`config.mk`:
```
export PLATFORM = sky130hd
export DESIGN_NAME = brg_frac_flat
export DESIGN_NICKNAME = d
export VERILOG_FILES = /design/src/rtl/brg_frac_if.sv /design/src/rtl/brg_frac.sv /design/src/flat_wrapper.sv
export SDC_FILE = /design/constraint.sdc
export NUM_CORES = 1
export LEC_CHECK = 0
export BUFFER_PORTS_ARGS = -buffer_cell sky130_fd_sc_hd__buf_2
export CAP_MARGIN = 20
export CORE_MARGIN = 2
export CORE_UTILIZATION = 35
export DETAILED_ROUTE_END_ITERATION = 8
export GPL_TIMING_DRIVEN = 0
export HOLD_SLACK_MARGIN = 0.03
export SETUP_SLACK_MARGIN = 0.02
export SKIP_LAST_GASP = 1
export SYNTH_ARGS = -nofsm -noshare
export SYNTH_HDL_FRONTEND = slang
export SYNTH_SLANG_ARGS = --single-unit
```
`constraint.sdc`:
```
create_clock -name clk -period 2.65 [get_ports clk]
set_input_delay 0.3975 -clock clk [delete_from_list [all_inputs] [get_ports clk]]
set_output_delay 0.3975 -clock clk [all_outputs]
set_load 0.01 [all_outputs]
```
`src/rtl/brg_frac_if.sv`:
```
// Control/strobe bundle between the fractional baud generator and the Manchester line coder.
interface brg_frac_if #(
    parameter int INT_WIDTH  = 16,
    parameter int FRAC_WIDTH = 4,
    parameter int FRAME_BITS = 8
);
    localparam int IDX_W = (FRAME_BITS > 1) ? $clog2(FRAME_BITS) : 1;

    logic                  en;
    logic                  slew;
    logic [INT_WIDTH-1:0]  div_int;
    logic [FRAC_WIDTH-1:0] div_frac;
    logic                  ce_edge;
    logic                  ce_mid;
    logic                  ce_frame;
    logic [IDX_W-1:0]      bit_idx;

    modport master (
        output en, slew, div_int, div_frac,
        input  ce_edge, ce_mid, ce_frame, bit_idx
    );

    modport slave (
        input  en, slew, div_int, div_frac,
        output ce_edge, ce_mid, ce_frame, bit_idx
    );
endinterface

```
`src/rtl/brg_frac.sv`:
```
// Fractional baud-rate generator: bit-edge, mid-bit and frame strobes for Manchester timing.
// Define BRG_FRAC_DITHER_EN to enable the fractional dithering accumulator.
module brg_frac #(
    parameter int INT_WIDTH  = 16,
    parameter int FRAC_WIDTH = 4,
    parameter int FRAME_BITS = 8
) (
    input  logic     clk,
    input  logic     rst,
    brg_frac_if.slave bus
);
    localparam int IDX_W = (FRAME_BITS > 1) ? $clog2(FRAME_BITS) : 1;

    typedef enum logic {IDLE, RUN} state_t;

    state_t             state;
    logic [INT_WIDTH:0] cnt;
    logic [INT_WIDTH-1:0] half;
    logic [IDX_W-1:0]   bit_idx;
    logic               carry;
    logic [INT_WIDTH:0] base;
    logic [INT_WIDTH:0] reload;
    logic               zero;
    logic               live;
    logic               last_bit;

`ifdef BRG_FRAC_DITHER_EN
    logic [FRAC_WIDTH-1:0] acc;
    logic [FRAC_WIDTH:0]   sum;
    assign sum   = {1'b0, acc} + {1'b0, bus.div_frac};
    assign carry = sum[FRAC_WIDTH];
`else
    logic unused_frac;
    assign unused_frac = ^bus.div_frac;
    assign carry       = 1'b0;
`endif

    // One extra bit keeps div_int = all-ones plus carry from wrapping.
    assign base     = {1'b0, bus.div_int};
    assign reload   = base + {{INT_WIDTH{1'b0}}, carry};
    assign zero     = (cnt == '0);
    assign live     = (state == RUN) && bus.en && !bus.slew;
    assign last_bit = (bit_idx == IDX_W'(FRAME_BITS - 1));

    assign bus.ce_edge  = live && zero;
    assign bus.ce_mid   = live && (cnt == {1'b0, half});
    assign bus.ce_frame = live && zero && last_bit;
    assign bus.bit_idx  = bit_idx;

    always_ff @(posedge clk or posedge rst) begin
        if (rst) begin
            state   <= IDLE;
            cnt     <= '0;
            half    <= '0;
            bit_idx <= '0;
`ifdef BRG_FRAC_DITHER_EN
            acc     <= '0;
`endif
        end else begin
            case (state)
                IDLE: begin
                    bit_idx <= '0;
`ifdef BRG_FRAC_DITHER_EN
                    acc     <= '0;
`endif
                    if (bus.en) begin
                        state <= RUN;
                        cnt   <= base;
                        half  <= base[INT_WIDTH:1];
                    end else begin
                        cnt   <= '0;
                        half  <= '0;
                    end
                end
                RUN: begin
                    if (!bus.en) begin
                        state   <= IDLE;
                        cnt     <= '0;
                        half    <= '0;
                        bit_idx <= '0;
`ifdef BRG_FRAC_DITHER_EN
                        acc     <= '0;
`endif
                    end else if (bus.slew) begin
                        // Restart the current bit; the pending carry is dropped.
                        cnt  <= base;
                        half <= base[INT_WIDTH:1];
`ifdef BRG_FRAC_DITHER_EN
                        acc  <= '0;
`endif
                    end else if (zero) begin
                        cnt     <= reload;
                        half    <= reload[INT_WIDTH:1];
                        bit_idx <= last_bit ? '0 : bit_idx + IDX_W'(1);
`ifdef BRG_FRAC_DITHER_EN
                        acc     <= sum[FRAC_WIDTH-1:0];
`endif
                    end else begin
                        cnt <= cnt - (INT_WIDTH + 1)'(1);
                    end
                end
                default: state <= IDLE;
            endcase
        end
    end
endmodule

```
`src/flat_wrapper.sv`:
```
// flat-port wrapper written by rule: the top's interface ports become plain ports
module brg_frac_flat 
#(
    parameter int INT_WIDTH  = 16,
    parameter int FRAC_WIDTH = 4,
    parameter int FRAME_BITS = 8
)
  (clk, rst, bus_en, bus_slew, bus_div_int, bus_div_frac, bus_ce_edge, bus_ce_mid, bus_ce_frame, bus_bit_idx);
  brg_frac_if #(.INT_WIDTH(INT_WIDTH), .FRAC_WIDTH(FRAC_WIDTH), .FRAME_BITS(FRAME_BITS)) bus_i ();
  input  logic clk;
  input  logic rst;
  input wire logic [$bits(bus_i.en)-1:0] bus_en;
  input wire logic [$bits(bus_i.slew)-1:0] bus_slew;
  input wire logic [$bits(bus_i.div_int)-1:0] bus_div_int;
  input wire logic [$bits(bus_i.div_frac)-1:0] bus_div_frac;
  output wire logic [$bits(bus_i.ce_edge)-1:0] bus_ce_edge;
  output wire logic [$bits(bus_i.ce_mid)-1:0] bus_ce_mid;
  output wire logic [$bits(bus_i.ce_frame)-1:0] bus_ce_frame;
  output wire logic [$bits(bus_i.bit_idx)-1:0] bus_bit_idx;
  assign bus_i.en = bus_en;
  assign bus_i.slew = bus_slew;
  assign bus_i.div_int = bus_div_int;
  assign bus_i.div_frac = bus_div_frac;
  assign bus_ce_edge = bus_i.ce_edge;
  assign bus_ce_mid = bus_i.ce_mid;
  assign bus_ce_frame = bus_i.ce_frame;
  assign bus_bit_idx = bus_i.bit_idx;
  brg_frac #(.INT_WIDTH(INT_WIDTH), .FRAC_WIDTH(FRAC_WIDTH), .FRAME_BITS(FRAME_BITS)) u_core (.clk(clk), .rst(rst), .bus(bus_i));
endmodule
```
Word-level counts from Yosys, hierarchy flattened
Index checks and enable logic that the tools add are counted.
{ "classes": {"add_sub_neg": 2, "n_eq_ne": 5, "n_mux": 16, "bitwise_logic": 1, "n_reduce_logical": 8} }
{ "ops": {"columns": ["op", "count"], "rows": [
  ["16-bit 2-to-1 mux", 4],
  ["17-bit 2-to-1 mux", 3],
  ["17-bit case mux with 2 select lines", 1],
  ["16-bit case mux with 2 select lines", 1],
  ["17-bit by 16-bit == test with 1-bit output", 1],
  ["17-bit logical NOT", 1],
  ["17-bit by 1-bit subtractor with 17-bit output, second input constant", 1],
  ["15-bit 2-to-1 mux", 1],
  ["3-bit 2-to-1 mux", 4],
  ["3-bit inequality test, second input constant", 2],
  ["3-bit case mux with 2 select lines", 1],
  ["1-bit logical AND", 5],
  ["4-bit inequality test, second input constant", 1],
  ["3-bit by 1-bit adder with 3-bit output, second input constant", 1],
  ["3-bit == test, second input constant", 1],
  ["2-bit AND reduction", 1],
  ["1-bit logical NOT", 1],
  ["1-bit 2-to-1 mux", 1],
  ["1-bit NOT", 1]
]} }
{ "word_totals": {"register_bits": 37, "in_bits": 24, "out_inout_bits": 6, "word_cells": 36} }

Longest topological paths before layout
{ "depth": {"ltp_word": 6, "depth_mapped": 7} }

Least setup slack after synthesis
OpenSTA, ideal clock, no wires.
{ "synth_path": {"kind": "flip-flop to output port", "startpoint": "register u_core.cnt[4]", "endpoint": "output port bus_ce_frame", "t_arrival_ns": 1.676, "slack_ns": 0.576, "path_stages_with_launch": 6, "path_buffers": 1, "cell_sequence": "dfrtp_1 -> buf_6 -> nor4_4 -> and4b_1 -> and3_1 -> and2_1"} }
{ "synth_via": {"elab_chain_cells": 3} }
{ "synth_rtl": {"columns": ["element", "line", "rtl"], "rows": [
  ["start, declared", "brg_frac.sv:17", "logic [INT_WIDTH:0] cnt;"],
  ["start signal, assigned", "brg_frac.sv:68", "cnt <= base;"],
  ["start signal, assigned", "brg_frac.sv:86", "cnt <= base;"],
  ["start signal, assigned", "brg_frac.sv:92", "cnt <= reload;"],
  ["17-bit logical NOT", "brg_frac.sv:41", "assign zero = (cnt == '0);"],
  ["1-bit logical AND", null, null],
  ["named net bus_ce_edge", "flat_wrapper.sv:16", "output wire logic [$bits(bus_i.ce_edge)-1:0] bus_ce_edge;"],
  ["1-bit logical AND", "brg_frac.sv:47", "assign bus.ce_frame = live && zero && last_bit;"],
  ["end, declared", "flat_wrapper.sv:18", "output wire logic [$bits(bus_i.ce_frame)-1:0] bus_ce_frame;"]
]} }
The timed path passes the listed nets, and every way through them passes these cells.

Final worst setup path
{ "layout_path": {"startpoint": "register u_core.cnt[8]", "endpoint": "output port bus_ce_frame"} }
{ "layout_via": {"elab_chain_cells": 3} }
{ "layout_rtl": {"columns": ["element", "line"], "rows": [
  ["17-bit logical NOT", "brg_frac.sv:41"],
  ["1-bit logical AND (2 in series)", "brg_frac.sv:47"]
]} }
Every way passes these cells.

==> impl_metrics.yaml <==
floorplan:
  initial_utilization_pct: 36.3
  die_y_um: 82.4
  io_pins: 30
  core_area_um2: 5920
  dieWidth_um: 82.4
  dieArea_um2: 6790
  rows: 28
route:
  viasPerCell: 5.11
  drt-total-wl_um: 5190
  initialDrtViolationCount: 123
  wl_per_cell_um: 16.0
  dr.pass1.iters: 4
  vias: 1662
  ant_nets: 0
  drcViolationCount: 0
global_routing:
  grt_overflow: 0
  grt_pass1_wl_um: 8630
  grt_antenna_before_repair: 0
  grt_usage_pct: 17.2
  grt_start_max_net_pins: 37
  grt_pass1_vias: 1712
clocking:
  clkLatencyLatePin_ns: 0.30
  htreeDepth: 2
  numClockSinks: 36
  cts_root_buffer: "clkbuf_8"
  numCtsBuffers: 5
  cts_tree: "yes"
  clk_path_buf_depth: 2
  clk_pin_slew_ns: 0.08
sta:
  rsz0062_at_grt: "false"
  skew_ns: 0.00751
  hold_violations: 0
  slew-limit-headroom_pct: 48.7
  worst_hold_slack_ns: 0.217
  worst_slack_ns: 0.151
  report.final.slew_viol_count: 0
  worstMarginPinSlew_ns: 0.768
  period_minus_slack_ns: 2.50
  finalCritPeriodShare_pct: 94.3
  tns_ns: 0
  finalSetupViolCount: 0
  fmax_ghz: 0.400
placement:
  globalplace.congestion: 0.804
  numPortBuffers: 25
  pre_cts_ws_ns: 0.0607
  place_hpwl_um: 3750
  post-place-cells: 315
  placed_cell_area_um2: 2370
yosys:
  synth_warnings: 0
  synth-compound-area-share_pct: 13.7
  synth_edf_count: 0
  synth_xor_area_share_pct: 10.2
  synth_common_cells: "dfrtp_1, nand2_1, mux2i_1, xnor2_1, inv_1"
  post_synth_num_cell_types: 41
  synth_top_family_by_area: "simple AND/OR/NAND/NOR gates"
  synth_top_area_share_pct: 41.9
  synth.avg_cell_area_um2: 10.0
  synth_adder_area_share_pct: 2.33
  synth-simple-area-share_pct: 18.6
  seq_area_frac_synth_pct: 41.9
  yosys.area.top_type: "dfrtp_1"
  ys_top_cells_by_area: "dfrtp_1, mux2i_1, xnor2_1, xor2_1, nand2_1"
  synth_cells: 215
  synth.area.mux_share_pct: 7.44
  syn-num-nets: 243
  ys_dominant_reg_cell: "dfrtp_1"
  syn_area_um2: 2150
  synth_most_common_cell: "dfrtp_1"
  ys_ff_latch: 36
  ys_async_sr_fraction_pct: 100
cells_and_area:
  instances_no_fill: 325
  fillerInstances: 581
  nets: 277
  syn_to_final_growth_pct: 15.3
  antenna_cells: 0
  drive_above_1_share_pct: 21.6
  design_area_um2: 2480
power:
  leakage_nw: 1.12
  ir_drop_mv: 0.230
  cellPowerDensity_nw_per_um2: 532
hold_path:
  min-delay-start: "bus_en"
  min_delay_path_depth: 1
  hp-class: "primary input to flip-flop"
  hold_end: "u_core.state"
status:
  status: "complete, no violations"
worst_setup_path:
  path_depth: 6
  ff2ff_path_depth: 7
  worstSetupPathType: "flip-flop to output pin"
  crit_arrival_ns: 2.10
  required_ns: 2.25
  crit_slowest_cell: "nor4_4"
  critPathBufInv: 2
  rr_startpoint: "u_core.cnt[5]"
  critPathTopFamily: "simple AND/OR/NAND/NOR gates"
  end_kind: "output pin"
  r2r_slack_ns: 0.45
  crit_chain: "buf_2, nor4_4, and4b_1, and3_1, and2_1, buf_2"
  max_stage_delay_ns: 0.45
  startpoint_type: "flip-flop"
  crit_path_max_fanout: 7
  rr_endpoint: "u_core.half[0]"
  crit_top_cell: "buf_2"
run:
  drv_cap: 0
-- power by group --
| part | internal, W | switching, W |
|---|---|---|
| registers | 0.000584 | 0.0000403 |
| clock network | 0.000208 | 0.000206 |
| logic | 0.000119 | 0.000162 |
-- what timing repair did --
item / 4_1_cts / 5_1_grt
buffers inserted: 0 / 2
setup endpoints to repair: 0 / 2
hold buffers: 0 / 0
gates resized for setup: 0 / 1
-- per-stage QoR --
step / utilization (%) / power (W)
6_report: 41.9 / 0.00132
2_1_floorplan: - / 0.000831
3_5_place_dp: 40.0 / 0.000908
5_1_grt: 41.9 / 0.00139
4_1_cts: 41.6 / 0.00132
3_3_place_gp: 40.0 / 0.000905
-- cell families (layout without fill, tap and decap cells) --
kind of cell | count (synthesis) | in the layout
AO/OA/AOI/OAI | 43 | 43
XOR/XNOR | 25 | 25
adder cells (fa/ha/maj) | 4 | 4
buffers and inverters | 26 | 61
flip-flops | 36 | 36
multiplexers | 16 | 16
AND/OR/NAND/NOR | 65 | 65
-- worst register-to-register path, stage by stage (launching register included) --
cell,delay (ns)
dfrtp_1,0.36
buf_4,0.16
nor4_4,0.37
buf_4,0.20
nand4b_4,0.20
o21ai_4,0.42
buf_6,0.22
mux2i_1,0.20
-- worst max-delay path by stage --
| stage | slack, ns | startpoint | endpoint |
|---|---|---|---|
| after floorplan | 0.58 | u_core.cnt[4] | bus_ce_frame |
| after global placement | 0.06 | bus_en | bus_ce_mid |
| after detailed placement | 0.06 | bus_en | bus_ce_mid |
| after CTS | 0.06 | bus_en | bus_ce_mid |
| after global routing | 0.02 | u_core.cnt[8] | bus_ce_frame |
| final | 0.15 | u_core.cnt[8] | bus_ce_frame |
-- layout make-up --
type,count,area (µm²),share of cell area [%]
buffer,13,78.8,3.18
timing repair buffer,27,140,5.65
tap,75,93.8,3.78
sequential,36,901,36.3
clock inverter,2,10.0,0.403
inverter,13,48.8,1.97
clock buffer,6,82.6,3.33
multi-input combinational,153,1130,45.4
-- registers in the layout (all words and copies together) (netlist names) --
| name | flops |
|---|---|
| u_core.half | 15 |
| u_core.state | 1 |
| u_core.cnt | 17 |
| u_core.bus.bit_idx | 3 |
-- layer usage --
layer / up-vias / GRT usage, % / wire (µm)
met5: - / 0 / 0
met4: 0 / 6.67 / 81
met3: 6 / 3.48 / 210
met2: 39 / 25.6 / 2250
met1: 778 / 24.5 / 2650
li1: 839 / - / -
-- cell usage in the layout (no fill, tap or decap), types with 8 or more instances in the layout --
master,count
inv_1,12
nand2_1,19
dfrtp_1,36
mux2i_1,16
nand4_1,8
o21ai_0,8
nor3_1,9
xor2_1,9
buf_2,28
xnor2_1,16
No activity file was read; power rests on OpenSTA's default activity.
